`config.mk`:
```
export PLATFORM = sky130hd
export DESIGN_NAME = sram_slot_arbiter
export DESIGN_NICKNAME = d
export VERILOG_FILES = /design/src/rtl/sram_slot_arbiter_pkg.sv /design/src/rtl/sram_slot_arbiter_clk_phase_lock.sv /design/src/rtl/sram_slot_arbiter.sv
export SDC_FILE = /design/constraint.sdc
export NUM_CORES = 1
export LEC_CHECK = 0
export CAP_MARGIN = 15
export CORE_ASPECT_RATIO = 1.1
export CORE_MARGIN = 1.5
export CORE_UTILIZATION = 47
export CTS_BUF_LIST = sky130_fd_sc_hd__clkbuf_8
export CTS_CLUSTER_SIZE = 8
export DETAILED_ROUTE_END_ITERATION = 10
export PLACE_DENSITY = 0.95
export RECOVER_POWER = 100
export SLEW_MARGIN = 10
export SYNTH_ARGS = -nofsm -noshare
export SYNTH_HDL_FRONTEND = slang
export SYNTH_HIERARCHICAL = 1
export SYNTH_SLANG_ARGS = --single-unit
```
`constraint.sdc`:
```
create_clock -name CLKx4 -period 6 [get_ports CLKx4]
set_clock_uncertainty 0.15 [all_clocks]
set_input_delay 1.5 -clock CLKx4 [delete_from_list [all_inputs] [get_ports CLKx4]]
set_output_delay 1.5 -clock CLKx4 [all_outputs]
set_load 0.05 [all_outputs]
```
`src/rtl/sram_slot_arbiter_pkg.sv`:
```
// Shared types for the expansion-board SRAM slot arbiter.
package gbx_slot_pkg;

  // Position of the board clock inside one Gigatron clock period
  typedef enum logic [1:0] {
    P0 = 2'd0,
    P1 = 2'd1,
    P2 = 2'd2,
    P3 = 2'd3
  } phase_t;

  // Owner of the current aux window
  typedef enum logic [1:0] {
    NONE = 2'd0,
    VID  = 2'd1,
    DMA  = 2'd2
  } grant_t;

  // Aux windows a pending DMA request may lose to video in a row
  localparam int unsigned STARVE_MAX_DEF = 3;

endpackage

```
`src/rtl/sram_slot_arbiter_clk_phase_lock.sv`:
```
// Synchronises the Gigatron clock, tracks the 4-phase position of the board
// clock within it and reports whether the tracker is in step.
module clk_phase_lock
  import gbx_slot_pkg::*;
(
  input  logic   CLKx4,
  input  logic   nRESET,
  input  logic   CLK,
  output phase_t phase,
  output phase_t phase_nxt,
  output logic   locked,
  output logic   locked_nxt
);

  logic s1, s2, s3;
  logic good, good_nxt;
  logic rise, slip;

  // Two-flop synchroniser plus a delayed copy for edge detection
  always_ff @(posedge CLKx4 or negedge nRESET) begin
    if (!nRESET) begin
      s1 <= 1'b0;
      s2 <= 1'b0;
      s3 <= 1'b0;
    end else begin
      s1 <= CLK;
      s2 <= s1;
      s3 <= s2;
    end
  end

  // Next phase and lock state; the top uses these to register its outputs
  // in step with the phase they belong to
  always_comb begin
    rise       = s2 & ~s3;
    slip       = rise && (phase != P3);
    phase_nxt  = rise ? P0 : phase_t'(phase + 2'd1);
    locked_nxt = locked;
    good_nxt   = good;
    if (slip) begin
      locked_nxt = 1'b0;
      good_nxt   = 1'b0;
    end else if (rise) begin
      if (good) locked_nxt = 1'b1;
      good_nxt = 1'b1;
    end
  end

  // Phase counter and lock detector state
  always_ff @(posedge CLKx4 or negedge nRESET) begin
    if (!nRESET) begin
      phase  <= P0;
      locked <= 1'b0;
      good   <= 1'b0;
    end else begin
      phase  <= phase_nxt;
      locked <= locked_nxt;
      good   <= good_nxt;
    end
  end

endmodule

```
`src/rtl/sram_slot_arbiter.sv`:
```
// Shares the expansion SRAM between the Gigatron bus (P0/P1) and an aux
// window (P2/P3) arbitrated between video prefetch and a DMA port, with a
// bounded starvation limit for DMA.
module sram_slot_arbiter
  import gbx_slot_pkg::*;
#(
  parameter int unsigned STARVE_MAX = STARVE_MAX_DEF,
  parameter int unsigned AW         = 19
) (
  input  logic          CLKx4,
  input  logic          nRESET,
  input  logic          CLK,
  input  logic          vreq,
  input  logic [AW-1:0] vaddr,
  output logic          vack,
  output logic [7:0]    vdata,
  input  logic          dma_req,
  input  logic          dma_we,
  input  logic [AW-1:0] dma_addr,
  input  logic [7:0]    dma_wdata,
  output logic          dma_ack,
  output logic [7:0]    dma_rdata,
  input  logic [7:0]    RD,
  output logic          nAE,
  output logic [AW-1:0] ra,
  output logic          aux_nwe,
  output logic [7:0]    aux_dout,
  output logic          aux_doe,
  output logic          locked
);

  localparam int unsigned SW = $clog2(STARVE_MAX + 1);

  phase_t        phase, phase_nxt;
  logic          locked_nxt;
  grant_t        gnt, gnt_nxt;
  logic          we_q, we_nxt;
  logic [SW-1:0] starve, starve_nxt;
  logic          start, done, vwin, dwin;

  clk_phase_lock u_lock (
    .CLKx4      (CLKx4),
    .nRESET     (nRESET),
    .CLK        (CLK),
    .phase      (phase),
    .phase_nxt  (phase_nxt),
    .locked     (locked),
    .locked_nxt (locked_nxt)
  );

  // Arbitration at P1->P2; a grant survives only while the window runs
  // locked into P3, so a lock loss drops it on the very next edge
  always_comb begin
    start      = locked_nxt && (phase_nxt == P2);
    done       = locked_nxt && (phase == P3) && (phase_nxt == P0) && (gnt != NONE);
    vwin       = vreq && (!dma_req || (starve < SW'(STARVE_MAX)));
    dwin       = !vwin && dma_req;
    gnt_nxt    = NONE;
    we_nxt     = we_q;
    starve_nxt = starve;
    if (start) begin
      if (vwin) begin
        gnt_nxt = VID;
      end else if (dwin) begin
        gnt_nxt = DMA;
        we_nxt  = dma_we;
      end
      if (dwin || !dma_req) starve_nxt = '0;
      else if (starve != SW'(STARVE_MAX)) starve_nxt = starve + SW'(1);
    end else begin
      if (locked_nxt && (phase_nxt == P3)) gnt_nxt = gnt;
      if (!dma_req) starve_nxt = '0;
    end
  end

  // Registered SRAM controls, latched address/data and completion acks
  always_ff @(posedge CLKx4 or negedge nRESET) begin
    if (!nRESET) begin
      gnt       <= NONE;
      we_q      <= 1'b0;
      starve    <= '0;
      nAE       <= 1'b0;
      ra        <= '0;
      aux_nwe   <= 1'b1;
      aux_doe   <= 1'b0;
      aux_dout  <= '0;
      vack      <= 1'b0;
      dma_ack   <= 1'b0;
      vdata     <= '0;
      dma_rdata <= '0;
    end else begin
      gnt     <= gnt_nxt;
      we_q    <= we_nxt;
      starve  <= starve_nxt;
      nAE     <= locked_nxt && ((phase_nxt == P2) || (phase_nxt == P3));
      aux_doe <= (gnt_nxt == DMA) && we_nxt;
      aux_nwe <= !((gnt_nxt == DMA) && we_nxt && (phase_nxt == P3));
      vack    <= done && (gnt == VID);
      dma_ack <= done && (gnt == DMA);
      if (start && vwin) begin
        ra <= vaddr;
      end else if (start && dwin) begin
        ra <= dma_addr;
        if (dma_we) aux_dout <= dma_wdata;
      end
      if (done && (gnt == VID)) vdata <= RD;
      if (done && (gnt == DMA) && !we_q) dma_rdata <= RD;
    end
  end

endmodule

```
==> results of run 1 <==
==> state kept, by name (all words and copies together) (netlist names), 2 cells and up <==
name	cells
gnt	2
vdata	8
starve	2
u_lock/phase	2
aux_dout	8
dma_rdata	8
ra	19
==> placed cells by master, fill, tap and decap left out, drive strengths merged, types with 3 or more instances in the layout <==
master         instances
nand2b                 3
mux2                  25
nand2                  7
buf                    3
clkbuf                 9
clkdlybuf4s50         55
a222oi                19
nor3                   3
clkinv                 3
dlygate4sd3           52
inv                   60
dfrtp                 59
==> area by class of cell <==
| cell class | count | share of cell area (%) |
|---|---|---|
| Timing Repair Buffer | 110 | 28.56 |
| Tap cell | 72 | 2.358 |
| Clock buffer | 9 | 3.243 |
| Inverter | 58 | 5.699 |
| Clock inverter | 7 | 1.572 |
| Multi-Input combinational cell | 83 | 19.23 |
| Sequential cell | 60 | 39.34 |
==> power breakdown <==
group / internal, mW / total (mW) / switching, mW
combinational: 0.219 / 0.640 / 0.421
sequential: 0.500 / 0.548 / 0.0482
clock: 0.186 / 0.335 / 0.149
total: 0.905 / 1.52 / 0.618
==> worst min path at each step <==
| stage | end | slack (ns) | cells past startpoint |
|---|---|---|---|
| 6_report | u_lock/s2 | 0.21 | 0 |
| 5_1_grt | u_lock/s2 | 0.22 | 0 |
| 4_1_cts | u_lock/s2 | 0.21 | 0 |
| 3_5_place_dp | u_lock/s2 | 0.19 | 0 |
| 3_3_place_gp | u_lock/s2 | 0.18 | 0 |
| 2_1_floorplan | u_lock/s2 | 0.18 | 0 |
==> Yosys cell counts, types with 2 or more instances <==
cell type	n	area (um^2)
nand2_1	7	26.28
a21boi_0	2	15.01
and3_1	2	12.51
ha_1	2	25.02
nand2b_1	2	12.51
inv_1	58	217.7
mux2_4	9	135.1
and3b_2	2	20.02
a222oi_1	19	190.2
nor2b_1	2	12.51
mux2_2	16	180.2
clkbuf_1	5	18.77
dfrtp_1	59	1476
nand4_1	2	12.51
==> worst max-delay path, cell delays in order <==
cell and delay [ns]:
dlygate4sd3_1 0.58, nor2b_1 0.18, nor3_1 0.92, mux2_2 0.43
==> logic make-up (layout without fill, tap and decap cells) <==
group | Yosys count | count (layout) | synth area share [%]
flops | 60 | 60 | 58.76
compound gates | 25 | 25 | 9.246
fa+ha+maj | 2 | 2 | 0.9783
buf+inv | 64 | 184 | 9.687
mux | 25 | 25 | 12.33
simple gates | 31 | 31 | 9.002
==> metrics by stage <==
stage	hold slack [ns]	instance area (um^2)	setup WS, ns	utilization (%)	total power [mW]
final	0.2078	3820	2.439	74.39	1.523
after CTS	0.2108	3892	2.704	75.80	1.584
after global placement	0.1835	3709	2.722	72.22	1.225
after global routing	0.2194	3820	2.334	74.39	1.589
after detailed placement	0.1950	3709	2.619	72.22	1.242
after floorplan	0.1812	2557	3.381	-	0.9866
==> per-layer routing <==
layer	up-vias	part of all wire (%)	routed length, um	GRT usage (%)
met2	87	53	3081	37.82
met1	960	39	2298	23.70
met5	-	0	0	0
met3	10	6.4	375	4.768
li1	928	-	-	-
met4	0	1.7	97	8.519
==> metrics.md, run 1 <==
| Metric | Value |
|---|---|
| FF+latch count, synth | 60 |
| Final worst path period share | 59.34% |
| Initial antenna violation count | 0 |
| Crit path DAT | 3.61 ns |
| Async S/R FF share, synth | 100.0% |
| RR Endpoint | vdata[2] |
| Required @ worst endpoint | 6.05 ns |
| Mean area per synthesized cell | 12.35 um^2 |
| RSZ-0062 raised after global routing | no |
| Post-CTS setup buffer count | 0 |
| DR iter-0 viols | 186 |
| Die height | 80.37 um |
| Min-delay src | u_lock/s1 |
| Root Driver | clkbuf_8 |
| Drt pass-1 iters | 6 |
| Worst Setup SP | vreq |
| Full die area | 0.005893 mm^2 |
| Status | finished clean |
| Crit end category | flop |
| All-Layer GR Usage | 21.01% |
| Rel. slew slack | 15.21% |
| Global-route wire length before repair | 9.315 mm |
| Worst VDD drop | 0.2827 mV |
| Primary FF master, synth | dfrtp_1 |
| Post-synth EDFFs | 0 |
| Slew @ Worst Pin | 1.262 ns |
| Nets | 384 |
| Setup-failing EPs final | 0 |
| Register area | 0.001503 mm^2 |
| Worst-case clock buffer depth | 2 |
| Htree depth | 3 |
| Critical Path End | aux_dout[5] |
| CP Max Fanout | 9 |
| Fin. Hold Viols | 0 |
| Layout cell share with drive strength beyond 1 | 12.23% |
| Antenna diodes | 0 |
| CP Class | input port to flop |
| Fin crit period | 3.561 ns |
| Ports | 109 |
| Synth cell types | 34 |
| Setup_tns | 0 ns |
| Pleak | 1.913 nW |
| Worst-skew pair later-pin latency | 0.32 ns |
| Fin. max-slew vios | 0 |
| Vias | 1,985 |
| Starting Density | 49.81% |
| CTS tree | built |
| Hold-fix buffers at CTS | 0 |
| RD Place Congestion | 0.7274 |
| DRC violations left | 0 |
| Post-synthesis sequential area ratio | 58.76% |
| Total power per unit cell area | 398.7 mW/mm^2 |
| Setup slack, reg-to-reg | 3.04 ns |
| TritonCTS buffer count | 9 |
| Die Width | 73.33 um |
| DR vias/cell | 4.975 |
| Core area | 0.005135 mm^2 |
| Worst r2r src | u_lock/phase[0] |
| Detail Placement HPWL | 4.264 mm |
| Synthesized Nets | 269 |
| Worst hold path type | flop to flop |
| Remaining antenna violation count after routing | 0 |
| Reg clk slew, reported paths | 0.07 ns |
| Largest net degree at the start of global routing | 61 |
| Max-cap violations | 0 |
| Sink Count | 60 |
| Cts repair resizes | 0 |
| Reg2reg path depth | 5 |
| Final non-filler cell total | 399 |
| Startpoint types | input port |
| Fillers | 376 |
| Overflow after GRT | 0 |
| Gate Count Post-Synth | 207 |
| DR WL/cell | 14.67 um |
| Drt total wl | 5.852 mm |
| Syn-to-layout area delta | 49.36% |
| Number of global-route vias before repair | 2,028 |
| Multi-input gate area | 734.5 um^2 |
| YS warnings | 6 |
| Placed cell count | 383 |
| Post-Syn Area | 0.002557 mm^2 |
| Fmax | 280.9 MHz |
| FP Rows | 27 |
| Buffers on Ports | 108 |
No activity file was read; power rests on OpenSTA's default activity.
==> inputs of run 2 (changes only) <==
CORE_UTILIZATION = 44   (was 47)
PLACE_DENSITY = 0.91   (was 0.95)
clock period = 3.72 ns   (was 6 ns; I/O delays follow)
==> run 2 against run 1 <==
Compared with the run above:
- hold slack worse by 0.0035 ns
- sequential share of layout area hardly changed
- clock power is 54% higher
- routed wire length is 6.9% higher
- total power is 61% higher
- first-iteration DRC count is 40% lower
- setup slack worse by 1.7 ns
- non-clock buffer count is 1 lower
- core utilization is 4.9 points lower
- global-route usage is 0.19 points higher
- clock-buffer cell count is 3 higher
- critical path depth is 1 higher
- highest routed layer unchanged
==> metrics.md, run 2 (synthesis gave the netlist of run 1 again) <==
| Metric | Value |
|---|---|
| Setup-failing EPs final | 0 (unchanged) |
| Detail Placement HPWL | 4.553 mm (+6.8%) |
| DR vias/cell | 5.097 (+2.5%) |
| Largest register by flop count | ra |
| Fmax | 340.6 MHz |
| Sw Share | 41.12% (+0.56 points) |
| Die height | 82.96 um (+3.2%) |
| Core area | 0.005500 mm^2 (+7.1%) |
| Slew @ Worst Pin | 1.291 ns (+0.02859 ns) |
| Global-route wire length before repair | 9.949 mm (+6.8%) |
| Worst-skew pair later-pin latency | 0.32 ns (about the same) |
| Setup_tns | 0 ns (unchanged) |
| Status | finished clean |
| Required @ worst endpoint | 3.77 ns (-2.28 ns) |
| Largest net degree at the start of global routing | 39 (-36%) |
| Clock power share | 21.0% (-1.0 points) |
| Reg clk slew, reported paths | 0.06 ns (about the same) |
| TritonCTS buffer count | 9 (unchanged) |
| Pwr Total | 2.457 mW (+61%) |
| Startpoint types | flop |
| RD Place Congestion | 0.7783 (+7.0%) |
| Root Driver | clkbuf_8 |
| All-Layer GR Usage | 21.20% (+0.19 points) |
| Fin. max-slew vios | 0 (unchanged) |
| Overflow after GRT | 0 (unchanged) |
| Post-CTS setup buffer count | 0 (unchanged) |
| Fin. Hold Viols | 0 (unchanged) |
| DRC violations left | 0 (unchanged) |
| DR WL/cell | 15.60 um (+6.4%) |
| Drt total wl | 6.257 mm (+6.9%) |
| Worst VDD drop | 0.5470 mV (+93%) |
| Area after DPL | 0.003705 mm^2 (-0.10%) |
| Ports | 109 (unchanged) |
| Rel. slew slack | 13.96% (-1.3 points) |
| Cts repair resizes | 0 (unchanged) |
| P_int | 1.447 mW (+60%) |
| Hold-fix buffers at CTS | 0 (unchanged) |
| Buffers on Ports | 108 (unchanged) |
| Sink Count | 60 (unchanged) |
| DR iter-0 viols | 112 (-40%) |
| Full die area | 0.006279 mm^2 (+6.6%) |
| Commonest non-fill, non-tap cell in the layout | inv_1 |
| Logic pwr share | 42.5% (+0.5 points) |
| Final worst path period share | 78.93% |
| Syn-to-layout area delta | 49.51% (about the same) |
| Final instance area | 0.003824 mm^2 (about the same) |
| Total power per unit cell area | 642.5 mW/mm^2 (+61%) |
| Fin crit period | 2.936 ns |
| Vias | 2,044 (+3.0%) |
| Die Width | 75.69 um (+3.2%) |
| Nets | 383 (-0.26%) |
| Drt pass-1 iters | 5 (-1) |
| Starting Density | 46.50% (-3.3 points) |
| Antenna diodes | 0 (unchanged) |
| NetSw | 1.010 mW (+64%) |
| Worst hold path type | flop to flop |
| Worst-case clock buffer depth | 2 (unchanged) |
| Crit end category | flop |
| Number of global-route vias before repair | 2,103 (+3.7%) |
| Seq pwr share | 36.5% (+0.5 points) |
| Pleak | 1.918 nW (+0.24%) |
| Initial antenna violation count | 0 (unchanged) |
| Layout cell share with drive strength beyond 1 | 11.66% (-0.58 points) |
| Htree depth | 3 (unchanged) |
| RSZ-0062 raised after global routing | no |
| CP Max Fanout | 9 (unchanged) |
| Max reg flops | 19 (unchanged) |
| CTS tree | built |
| Max-cap violations | 0 (unchanged) |
| Most frequent cells in the layout | 61 x inv_1, 59 x dfrtp_1, 56 x clkdlybuf4s50_1 |
| Remaining antenna violation count after routing | 0 (unchanged) |
| Crit path DAT | 2.98 ns (-0.63 ns) |
| CP Class | flop to flop |
| FP Rows | 28 (+3.7%) |
run 2: final timing paths:
path                       slack (ns)             from           end  cells past startpoint
setup / recovery                 0.78  u_lock/phase[0]      vdata[3]                      5
hold / removal                   0.20        u_lock/s1     u_lock/s2                      0
setup reg to reg                 0.78  u_lock/phase[0]      vdata[3]                      5
hold reg to reg                  0.20        u_lock/s1     u_lock/s2                      0
max in group asynchronous        1.14           nRESET      vdata[3]                      2
min in group asynchronous        0.72           nRESET  dma_rdata[1]                      1
run 2: worst max-delay path, stage by stage (launching register included):
cell       delay, ns
dfrtp_1         0.40
ha_1            0.29
and2_0          0.25
nand4bb_1       0.30
nor3_1          0.99
mux2_2          0.43
run 2: layout make-up:
cell class	instances	area, um^2
clock buffer	12	165.2
inverter	58	217.7
tap	75	93.84
sequential	60	1503
multi-input combinational	83	748.2
timing repair buffer	109	1080
clock inverter	4	16.27
fill	424	1677
run 2: power by group through the flow:
stage	Sequential [mW]	Combinational [mW]	Clock (mW)
2_1_floorplan	1.38	0.215	0
3_3_place_gp	0.902	1.08	0
3_5_place_dp	0.907	1.11	0
4_1_cts	0.904	1.11	0.534
5_1_grt	0.913	1.09	0.558
6_report	0.896	1.04	0.517
run 2: metrics by stage:
step                worst slack (ns)  hold slack (ns)  utilization (%)  cells
finish                        0.7837           0.2043            69.52    401
global route                  0.5807           0.2196            69.52    401
CTS                           0.9427           0.2076            70.66    401
detailed placement            0.5876           0.1895            67.36    385
global placement              0.8155           0.1855            67.36    385
floorplan                      1.467           0.1812                -    207
run 2: routing by layer:
| metal | GRT usage, % | wire length (um) | up-vias |
|---|---|---|---|
| met1 | 25.14 | 2368 | 1002 |
| met5 | 0 | 0 | - |
| met2 | 34.21 | 3318 | 93 |
| met4 | 9.416 | 103 | 0 |
| li1 | - | - | 937 |
| met3 | 7.039 | 466 | 12 |
